File: src/rtl/stim_vec_ram.sv
// Vector table: DEPTH entries of {a, b, exp}, one synchronous write port
// and one asynchronous read port.
module stim_vec_ram #(
    parameter int WIDTH = 1,
    parameter int DEPTH = 16
) (
    input  logic                       clk,
    input  logic                       wr_en,
    input  logic [$clog2(DEPTH)-1:0]   wr_addr,
    input  logic [3*WIDTH-1:0]         wr_data,
    input  logic [$clog2(DEPTH)-1:0]   rd_addr,
    output logic [3*WIDTH-1:0]         rd_data
);

    logic [3*WIDTH-1:0] mem [DEPTH];

    // NOTE: the array has no reset; contents are only meaningful once loaded,
    // and leaving it unreset keeps it a plain register file.
    always_ff @(posedge clk) begin
        if (wr_en) begin
            mem[wr_addr] <= wr_data;
        end
    end

    assign rd_data = mem[rd_addr];

endmodule

File: config.mk
export PLATFORM = sky130hd
export DESIGN_NAME = stim_vec_ram
export DESIGN_NICKNAME = d
export VERILOG_FILES = /design/src/rtl/stim_vec_ram.sv
export SDC_FILE = /design/constraint.sdc
export NUM_CORES = 1
export LEC_CHECK = 0
export CORE_MARGIN = 1.5
export CORE_UTILIZATION = 55
export DETAILED_ROUTE_END_ITERATION = 10
export MAX_ROUTING_LAYER = met4
export PLACE_DENSITY = 0.83
export SLEW_MARGIN = 20
export SYNTH_ARGS = -nofsm -noshare
export SYNTH_HDL_FRONTEND = slang
export SYNTH_SLANG_ARGS = --single-unit
File: constraint.sdc
create_clock -name clk -period 4 [get_ports clk]
set_input_delay 0.6 -clock clk [delete_from_list [all_inputs] [get_ports clk]]
set_output_delay 0.6 -clock clk [all_outputs]
set_load 0.005 [all_outputs]
== After elaboration in Yosys (flattened, before gate mapping) ==
Memories as Yosys holds them, arrays and structs flattened.
Index checks and enable logic that the tools add are counted.
W data, S select, Z words.

* Multiply operators: 0
* Muxes and demuxes: 2
* Reductions and logical operators: 0
* Equality and inequality tests: 0
* Shifts and indexed selects: 0
* Bitwise operators: 0
* Div/mod/pow operators: 0
* Magnitude comparators: 0
* Add/sub/neg operators: 0

{| class="wikitable"
|+ Operator list
! cell !! count
|-
| $mux W1 || 2
|}

* Register bits: 0
* Memories: 1
* Input port bits: 13
* Bits in read-only memories: 0
* Bits in latches: 0
* Bits in writable memories: 48
* Logic and storage cells: 3

{| class="wikitable"
|+ Memory list
! memory !! words !! bits a word !! rd ports !! clocked after memory_dff !! write ports !! RTL line !! text
|-
| mem || 16 || 3 || 1 || 0 || 1 || 15 || <nowiki>logic [3*WIDTH-1:0] mem [DEPTH];</nowiki>
|}

== Longest topological paths before layout ==
Gate-level depths: netlist of the first run.

* Depth after elaboration: 2
* Gate-level depth with buffers: 4

== Worst setup path before layout of the first run ==
Ideal clock, no wire load.

* Path type: input -> output
* Start: input port rd_addr[1]
* End: output port rd_data[1]
* Slack: 1.903 ns
* Arrival: 1.497 ns
* Stages on the path: 4
* Cells stage by stage: clkbuf_1 > mux4_2 > a22oi_2 > nand3_1

* Longest elaborated chain between the ends: 1

{| class="wikitable"
|+ RTL lines
! what !! RTL line !! text
|-
| start: declaration || 11 || <nowiki>input logic [$clog2(DEPTH)-1:0] rd_addr,</nowiki>
|-
| $mem_v2 Z16 W3 || -- ||
|-
| end: declaration || 12 || <nowiki>output logic [3*WIDTH-1:0] rd_data</nowiki>
|}

Every way passes these cells.

== Final worst setup path of the first run ==
* Start: input port rd_addr[0]
* End: output port rd_data[2]

Same word-level chain as after synthesis.

==> results of run 1 <==
-- layer usage --
layer | wire length (µm) | vias to the layer above
met5 | 0 | -
met4 | 63 | 0
met3 | 222 | 7
met2 | 1500 | 44
met1 | 1400 | 477
li1 | - | 459
-- cell families after synthesis --
| logic type | count (synthesis) |
|---|---|
| flip-flops | 48 |
| AND/OR/NAND/NOR | 35 |
| multiplexers | 12 |
| AO/OA/AOI/OAI | 3 |
| buffers and inverters | 2 |
-- metrics by stage --
stage | power [mW] | cell area, µm² | instances
finish | 0.833 | 2200 | 168
global route | 0.868 | 2200 | 168
CTS | 0.838 | 2200 | 168
detailed placement | 0.645 | 2150 | 160
global placement | 0.642 | 2150 | 160
floorplan | 0.608 | 1950 | 100
-- cell type report --
class | instances | share of cell area [%]
clock buffer | 5 | 1.70
sequential | 48 | 65.4
clock inverter | 3 | 0.625
tap | 46 | 2.61
multi-input combinational | 50 | 22.5
timing repair buffer | 16 | 7.16
-- how the worst min path moves through the flow --
| stage | end | slack, ps |
|---|---|---|
| global placement | mem[12][1] | 1470 |
| global route | mem[12][2] | 1120 |
| floorplan | mem[0][0] | 700 |
| finish | mem[0][1] | 1120 |
| CTS | mem[0][1] | 1120 |
| detailed placement | mem[12][2] | 1490 |
-- synth_stat cells --
cell type                  instances
sky130_fd_sc_hd__mux4_1            8
sky130_fd_sc_hd__nand2_1           4
sky130_fd_sc_hd__nor2b_1           2
sky130_fd_sc_hd__nor2_1           13
sky130_fd_sc_hd__mux4_2            4
sky130_fd_sc_hd__nand2b_1          2
sky130_fd_sc_hd__a22oi_1           2
sky130_fd_sc_hd__nand3b_1          2
sky130_fd_sc_hd__or3b_2            1
sky130_fd_sc_hd__buf_6             1
sky130_fd_sc_hd__nor3_1            4
sky130_fd_sc_hd__clkbuf_1          1
sky130_fd_sc_hd__nand3_1           7
sky130_fd_sc_hd__edfxtp_1         48
sky130_fd_sc_hd__a22oi_2           1
-- power groups by stage --
stage / sequential, mW / clock [mW] / combinational, mW
after floorplan: 0.576 / 0 / 0.0325
final: 0.566 / 0.200 / 0.0668
after detailed placement: 0.578 / 0 / 0.0677
after global routing: 0.567 / 0.228 / 0.0729
after CTS: 0.566 / 0.205 / 0.0677
after global placement: 0.577 / 0 / 0.0650
==> run summary, run 1 <==
- **share of the synthesized netlist area taken by xor and xnor gates** 0%
- **I/O pin count** 16
- **clock slew at reported path FFs** 120 ps
- **largest registers in the final layout** mem x48
- **number of buffers inserted for hold repair after clock tree synthesis** 0
- **final setup violation count** 0
- **switching power summed over all nets** 170 µW
- **GR met2 Demand/Resource** 28.1%
- **clock tree buffer depth** 2
- **most frequent cells in the layout** sky130_fd_sc_hd__edfxtp_1, sky130_fd_sc_hd__clkdlybuf4s50_1, sky130_fd_sc_hd__nor2_1
- **fraction of layout instances using a drive strength above 1** 11.5%
- **part of the total power dissipated in combinational logic** 8.0%
- **Seq/Total Area, Yosys** 73.8%
- **power density normalized to cell area** 378 mW/mm²
- **Horiz. Die Dim** 62.6 µm
- **Final period util** 80.2%
- **Vias/cell** 5.88
- **total CTS buffers** 5
- **area occupied by multi-input gates** 495 µm²
- **synthesized instance count** 100
- **synthesized area per cell** 19.5 µm²
- **Clock power frac** 24.0%
- **Setup Buffers After CTS** 0
- **Critical Setup Path Class** in -> out
- **library cells used by synthesis** 15
- **relative area change from synthesis to final layout** 12.9%
- **IR drop worst, VDD** 0.000270 V
- **maximum number of pins on one net before global-route repair** 17
- **met1 Usage GRT** 26.2%
- **sum of routed wire length over all layers** 3.18 mm
- **arrival time at the worst endpoint** 2610 ps
- **number of resized instances in the post-cts repair step** 0
- **H-tree levels** 2
- **Min-Delay Startpoint** wr_addr[0]
- **cells traversed along the worst timing path** clkdlybuf4s50_1, buf_4, mux4_1, a22oi_1, nand3_1, clkdlybuf4s50_1
- **Layout Nets** 134
- **Post-Route Setup TNS** 0 ps
- **number of flip-flops in the largest register** 48
- **max-cap violation count** 0
- **mux cell area share after synthesis** 15.4%
- **clock tree from TritonCTS** yes
- **Worst Tran Pin Value** 597 ps
- **simple-gate share of the synthesized area** 8.59%
- **Hold Slack** 1120 ps
- **Post-Syn Nets** 113
- **slew margin rel.** 60.1%
- **total of flip-flops plus latches after synthesis** 48
- **IO Port Bufs** 15
- **setup repair after global routing missed its margin** no
- **Filler cells** 258
- **met3 layer usage reported by global route** 7.03%
- **number of hold-slack violations in the final timing report** 0
- **post-synthesis instance area** 0.00195 mm²
- **startpoint type of the worst setup path** primary input
- **depth of the worst hold-timing path** 2
- **number of antenna cells inserted** 0
- **main area contributors after synthesis** sky130_fd_sc_hd__edfxtp_1, sky130_fd_sc_hd__mux4_1, sky130_fd_sc_hd__mux4_2
- **leakage** 0.701 nW
- **switching power as a share of total power** 20.4%
- **first-pass GRT wire length** 5.26 mm
- **number of remaining DRC errors** 0
- **crit path capture type** primary output
- **CP delay by family, top** buffers and inverters
- **library cell with the largest summed area after synthesis** sky130_fd_sc_hd__edfxtp_1
- **number of iterations in the first detailed-routing pass** 4
- **peak clock frequency supported by timing** 0.312 GHz
- **post-route minimum period** 3210 ps
- **Overflow after GRT** 0
- **adder-cell area share of the yosys netlist** 0%
- **start point of the critical path** rd_addr[0]
- **CTS sink cnt** 48
- **Max Slew Vio Count** 0
- **Final ANT Viol Nets** 0
- **combinational family with the most area after synthesis** multiplexers
- **detailed router's first-iteration violation count** 42
- **sequential standard cell area** 0.00144 mm²
- **required time of the worst setup path** 3400 ps
- **Tot GR Track Use** 19.5%
- **wire per inst** 18.9 µm
- **portion of total power attributed to sequential cells** 67.9%
- **root buffer cell** sky130_fd_sc_hd__clkbuf_4
- **final worst setup slack** 790 ps
- **status** finished, final reports clean
- **worst-path cell with the longest stage delay** sky130_fd_sc_hd__mux4_1
- **end point of the critical path** rd_data[2]
- **initial standard-cell utilization of the core** 58.0%
- **CP Depth** 6
- **post-placement worst setup slack** 761 ps
- **area of the die** 0.00392 mm²
- **final weighted congestion of routability-driven global placement** 0.859
- **internal portion of total power** 663 µW
- **commonest non-fill, non-tap cell in the layout** sky130_fd_sc_hd__edfxtp_1
- **Placeable Area** 0.00336 mm²
- **Buf+Inv Stages, Crit Path** 3
- **CP peak stage delay** 580 ps
- **post-synthesis compound-gate area fraction** 1.41%
- **Reg with most FFs** mem
- **highest-utilization routing layer at the global route stage** met2
- **via count** 987
- **number of cell rows** 21
- **worst hold path type** in -> reg
- **area share of the largest cell type after synthesis** 73.8%
- **library cell appearing most often on the critical path** sky130_fd_sc_hd__clkdlybuf4s50_1
- **HPWL after detailed placement** 2.35 mm
- **utilization after layout** 65.5%
- **via count of the first global-routing pass** 1026
- **die boundary height** 62.6 µm
- **number of antenna violations at the first check in global routing** 0
- **total number of yosys warnings** 0
- **peak fanout along the critical path** 12
(Power assumes the default switching activity.)
==> inputs of run 2 (changes only) <==
Clock period 4 ns to 3.1 ns, I/O delays scaled along.
==> run summary, run 2 (synthesis gave the netlist of run 1 again) <==
- **number of resized instances in the post-cts repair step** 0
- **HPWL after detailed placement** 2.22 mm
- **area of the die** 0.00392 mm²
- **Worst Tran Pin Value** 587 ps
- **worst-path cell with the longest stage delay** sky130_fd_sc_hd__mux4_1
- **clock slew at reported path FFs** 110 ps
- **Vias/cell** 5.72
- **post-route cell area** 0.00222 mm²
- **area occupied by multi-input gates** 495 µm²
- **number of cell rows** 21
- **first-pass GRT wire length** 5.00 mm
- **power density normalized to cell area** 486 mW/mm²
- **total design power** 1.08 mW
- **Layout Nets** 136
- **required time of the worst setup path** 2630 ps
- **max-cap violation count** 0
- **maximum number of pins on one net before global-route repair** 17
- **Filler cells** 261
- **Max Slew Vio Count** 0
- **Critical Setup Path Class** in -> out
- **IR drop worst, VDD** 0.000352 V
- **sequential standard cell area** 0.00144 mm²
- **die boundary height** 62.6 µm
- **post-route minimum period** 2840 ps
- **final weighted congestion of routability-driven global placement** 0.772
- **I/O pin count** 16
- **number of hold-slack violations in the final timing report** 0
- **detailed router's first-iteration violation count** 28
- **relative area change from synthesis to final layout** 13.7%
- **Tot GR Track Use** 18.6%
- **clock tree buffer depth** 2
- **Reg with most FFs** mem
- **H-tree levels** 2
- **wire per inst** 18.0 µm
- **number of buffers inserted for hold repair after clock tree synthesis** 0
- **startpoint type of the worst setup path** primary input
- **number of antenna cells inserted** 0
- **Final period util** 91.7%
- **most frequent cells in the layout** sky130_fd_sc_hd__edfxtp_1, sky130_fd_sc_hd__clkdlybuf4s50_1, sky130_fd_sc_hd__nor2_1
- **CTS sink cnt** 48
- **Min-Delay Startpoint** wr_addr[2]
- **commonest non-fill, non-tap cell in the layout** sky130_fd_sc_hd__edfxtp_1
- **library cell appearing most often on the critical path** sky130_fd_sc_hd__clkdlybuf4s50_1
- **via count of the first global-routing pass** 1024
- **root buffer cell** sky130_fd_sc_hd__clkbuf_4
- **DP Area** 0.00217 mm²
- **setup repair after global routing missed its margin** no
- **Horiz. Die Dim** 62.6 µm
- **number of iterations in the first detailed-routing pass** 4
- **fraction of layout instances using a drive strength above 1** 12.9%
- **peak fanout along the critical path** 4
- **worst hold path type** in -> reg
- **via count** 973
- **Post-Route Setup TNS** 0 ps
- **leakage** 0.711 nW
- **peak clock frequency supported by timing** 0.352 GHz
- **Placeable Area** 0.00336 mm²
- **Overflow after GRT** 0
- **final setup violation count** 0
- **IO Port Bufs** 15
- **largest registers in the final layout** mem x48
- **arrival time at the worst endpoint** 2380 ps
- **total CTS buffers** 5
- **slew margin rel.** 60.7%
- **status** finished, final reports clean
- **CP peak stage delay** 540 ps
- **start point of the critical path** rd_addr[0]
- **number of remaining DRC errors** 0
- **Final ANT Viol Nets** 0
- **Setup Buffers After CTS** 0
- **initial standard-cell utilization of the core** 58.0%
- **number of antenna violations at the first check in global routing** 0
- **cells traversed along the worst timing path** clkdlybuf4s50_1, buf_4, mux4_1, a22oi_1, nand3_1, clkdlybuf4s50_1
- **crit path capture type** primary output
- **sum of routed wire length over all layers** 3.06 mm
- **number of flip-flops in the largest register** 48
- **clock tree from TritonCTS** yes
[run 2: changes by cell type in the layout (fill, tap and decap cells not counted)]
| cell | change |
|---|---|
| sky130_fd_sc_hd__buf_4 | +2 |
[run 2: path summary, 6_finish.rpt]
path | depth (start not counted) | end
min | 3 | mem[15][0]
max | 6 | rd_data[0]
[run 2: worst max-delay path: cells and delay by family]
kind / cells / cell delay [ps]
AND/OR/NAND/NOR: 1 / 100
buffers and inverters: 3 / 1070
multiplexers: 1 / 540
AO/OA/AOI/OAI: 1 / 200
[run 2: layout make-up]
cell class / instances / area share [%]
Sequential cell: 48 / 65.0
Multi-Input combinational cell: 50 / 22.3
Timing Repair Buffer: 18 / 7.78
Tap cell: 46 / 2.59
Clock buffer: 5 / 1.69
Clock inverter: 3 / 0.620
[run 2: per-layer routing]
layer	up-vias	wire length, µm	global-route usage, %
met2	27	1530	29.8
met4	0	52	6.67
li1	464	-	-
met1	477	1320	22.6
met5	-	0	-
met3	5	157	5.59
[run 2: where the power goes]
part | switching, mW | internal [mW]
combinational | 0.0425 | 0.0468
sequential | 0.00265 | 0.727
clock | 0.176 | 0.0834
total | 0.221 | 0.857
[run 2: stage by stage]
| step | instances | hold WS (ps) | setup WS [ps] | utilization [%] |
|---|---|---|---|---|
| floorplan | 100 | 564 | 1270 | - |
| detailed placement | 162 | 1350 | 239 | 64.4 |
| finish | 170 | 995 | 256 | 66.0 |
| CTS | 170 | 981 | 241 | 66.0 |
| global route | 170 | 1010 | 171 | 66.0 |
| global placement | 162 | 1330 | 263 | 64.4 |
==> inputs of run 3 (changes only) <==
Settings changed: ABC_AREA from default to 1, HOLD_SLACK_MARGIN from default to 0.02.
Clock period 3.1 ns to 3.5 ns, I/O delays scaled along.
==> run summary, run 3 <==
- **status** finished, final reports clean
- **maximum number of pins on one net before global-route repair** 25
- **met3 layer usage reported by global route** 4.60%
- **Hold Slack** 1100 ps
- **final setup violation count** 0
- **HPWL after detailed placement** 2.89 mm
- **required time of the worst setup path** 2970 ps
- **number of cells in the finished layout apart from fillers** 286
- **clock slew at reported path FFs** 90 ps
- **Commonest cells post-synth** sky130_fd_sc_hd__nand2_1, sky130_fd_sc_hd__edfxtp_1, sky130_fd_sc_hd__inv_1, sky130_fd_sc_hd__nand3_1, sky130_fd_sc_hd__nor2_1
- **number of hold-slack violations in the final timing report** 0
- **Placeable Area** 0.00374 mm²
- **detailed router's first-iteration violation count** 155
- **max-cap violation count** 0
- **number of buffers inserted for hold repair after clock tree synthesis** 0
- **synthesized area per cell** 9.86 µm²
- **setup repair after global routing missed its margin** no
- **root buffer cell** sky130_fd_sc_hd__clkbuf_8
- **most repeated cell in the gate-level netlist after synthesis** sky130_fd_sc_hd__nand2_1
- **Overflow after GRT** 0
- **GR met2 Demand/Resource** 33.1%
- **number of iterations in the first detailed-routing pass** 5
- **total of flip-flops plus latches after synthesis** 48
- **Horiz. Die Dim** 66.0 µm
- **peak clock frequency supported by timing** 0.340 GHz
- **Clock power frac** 34.5%
- **Seq/Total Area, Yosys** 66.1%
- **wire per inst** 14.4 µm
- **library cell with the largest summed area after synthesis** sky130_fd_sc_hd__edfxtp_1
- **clock tree buffer depth** 2
- **Post-Syn Nets** 234
- **total CTS buffers** 5
- **arrival time at the worst endpoint** 2420 ps
- **internal portion of total power** 891 µW
- **largest registers in the final layout** mem x48
- **final weighted congestion of routability-driven global placement** 0.960
- **number of resized instances in the post-cts repair step** 0
- **relative area change from synthesis to final layout** 12.4%
- **first-pass GRT wire length** 6.71 mm
- **post-synthesis instance area** 0.00218 mm²
- **Post-Route Setup TNS** 0 ps
- **post-route minimum period** 2940 ps
- **peak fanout along the critical path** 13
- **fraction of layout instances using a drive strength above 1** 3.78%
- **Max Slew Vio Count** 0
- **area share of the largest cell type after synthesis** 66.1%
- **IO Port Bufs** 15
- **power density normalized to cell area** 461 mW/mm²
- **synthesized instance count** 221
- **IR drop worst, VDD** 0.000365 V
- **highest-utilization routing layer at the global route stage** met2
- **initial standard-cell utilization of the core** 58.2%
- **die boundary height** 66.0 µm
- **Vias/cell** 5.23
- **met1 Usage GRT** 29.9%
- **total number of yosys warnings** 0
- **number of antenna cells inserted** 0
- **crit path capture type** primary output
- **number of flip-flops in the largest register** 48
- **via count of the first global-routing pass** 1411
- **Final ANT Viol Nets** 0
- **number of remaining DRC errors** 0
- **via count** 1497
- **EDFF count, synth** 48
- **number of cell rows** 22
- **H-tree levels** 2
- **Critical Setup Path Class** in -> out
- **part of the total power dissipated in combinational logic** 8.3%
- **Tot GR Track Use** 22.4%
- **number of cells after detailed placement** 278
- **sum of routed wire length over all layers** 4.13 mm
- **clock tree from TritonCTS** yes
- **Worst Tran Pin Value** 608 ps
- **leakage** 1.04 nW
- **Synth async-reset ratio** 0%
- **ys flop type** sky130_fd_sc_hd__edfxtp_1
- **number of antenna violations at the first check in global routing** 0
- **portion of total power attributed to sequential cells** 57.2%
- **Layout Nets** 250
- **startpoint type of the worst setup path** primary input
- **worst hold path type** in -> reg
- **slew margin rel.** 59.4%
- **main area contributors after synthesis** sky130_fd_sc_hd__edfxtp_1, sky130_fd_sc_hd__nand2_1, sky130_fd_sc_hd__nand3_1
- **switching power summed over all nets** 238 µW
- **CTS sink cnt** 48
- **commonest non-fill, non-tap cell in the layout** sky130_fd_sc_hd__nand2_1
- **I/O pin count** 16
- **Setup Buffers After CTS** 0
- **library cells used by synthesis** 10
- **Reg with most FFs** mem
- **Final period util** 84.1%
- **most frequent cells in the layout** sky130_fd_sc_hd__nand2_1, sky130_fd_sc_hd__edfxtp_1, sky130_fd_sc_hd__inv_1
- **switching power as a share of total power** 21.0%
- **Filler cells** 318
- **area of the die** 0.00435 mm²
run 3: worst paths after layout:
kind | start | end | slack (ps) | cells after the start
max | rd_addr[1] | rd_data[2] | 560 | 7
min | wr_addr[0] | mem[5][1] | 1100 | 3
run 3: worst max-delay path: stages:
cell and delay, ps:
sky130_fd_sc_hd__clkdlybuf4s50_1 630, sky130_fd_sc_hd__inv_1 380, sky130_fd_sc_hd__nand3_1 130, sky130_fd_sc_hd__nand3_1 110, sky130_fd_sc_hd__nand3_1 80, sky130_fd_sc_hd__nand2_1 60, sky130_fd_sc_hd__clkdlybuf4s50_1 490
run 3: power groups by stage:
| stage | combinational [mW] | sequential (mW) | clock [mW] |
|---|---|---|---|
| after global routing | 0.104 | 0.647 | 0.416 |
| after floorplan | 0.0525 | 0.659 | 0 |
| after global placement | 0.0909 | 0.659 | 0 |
| final | 0.0935 | 0.646 | 0.389 |
| after detailed placement | 0.0933 | 0.660 | 0 |
| after CTS | 0.0937 | 0.646 | 0.397 |
run 3: logic make-up (layout without fill, tap and decap cells):
group / after synthesis / in the layout / synth area share [%]
AND/OR/NAND/NOR: 124 / 124 / 23.8
buffers and inverters: 49 / 66 / 10.0
flip-flops: 48 / 48 / 66.1
run 3: final cells by class:
cell class                 instances  area, µm²  share of cell area, %
clock inverter                     3       42.5                   1.74
timing repair buffer              16        158                   6.44
sequential                        48       1440                   58.8
multi-input combinational        124        519                   21.2
tap                               48       60.1                   2.45
clock buffer                       5       68.8                   2.81
inverter                          42        160                   6.54
run 3: routing by layer:
layer	up-vias	wire length [µm]
met5	-	0
met4	0	108
met3	9	298
met2	66	1910
met1	686	1820
li1	736	-
run 3: stage by stage:
stage | util (%) | area (µm²) | worst slack [ps] | power, mW
global route | 65.4 | 2450 | 407 | 1.17
finish | 65.4 | 2450 | 556 | 1.13
global placement | 62.5 | 2340 | 626 | 0.750
CTS | 65.4 | 2450 | 578 | 1.14
detailed placement | 62.5 | 2340 | 587 | 0.753
floorplan | - | 2180 | 1850 | 0.711
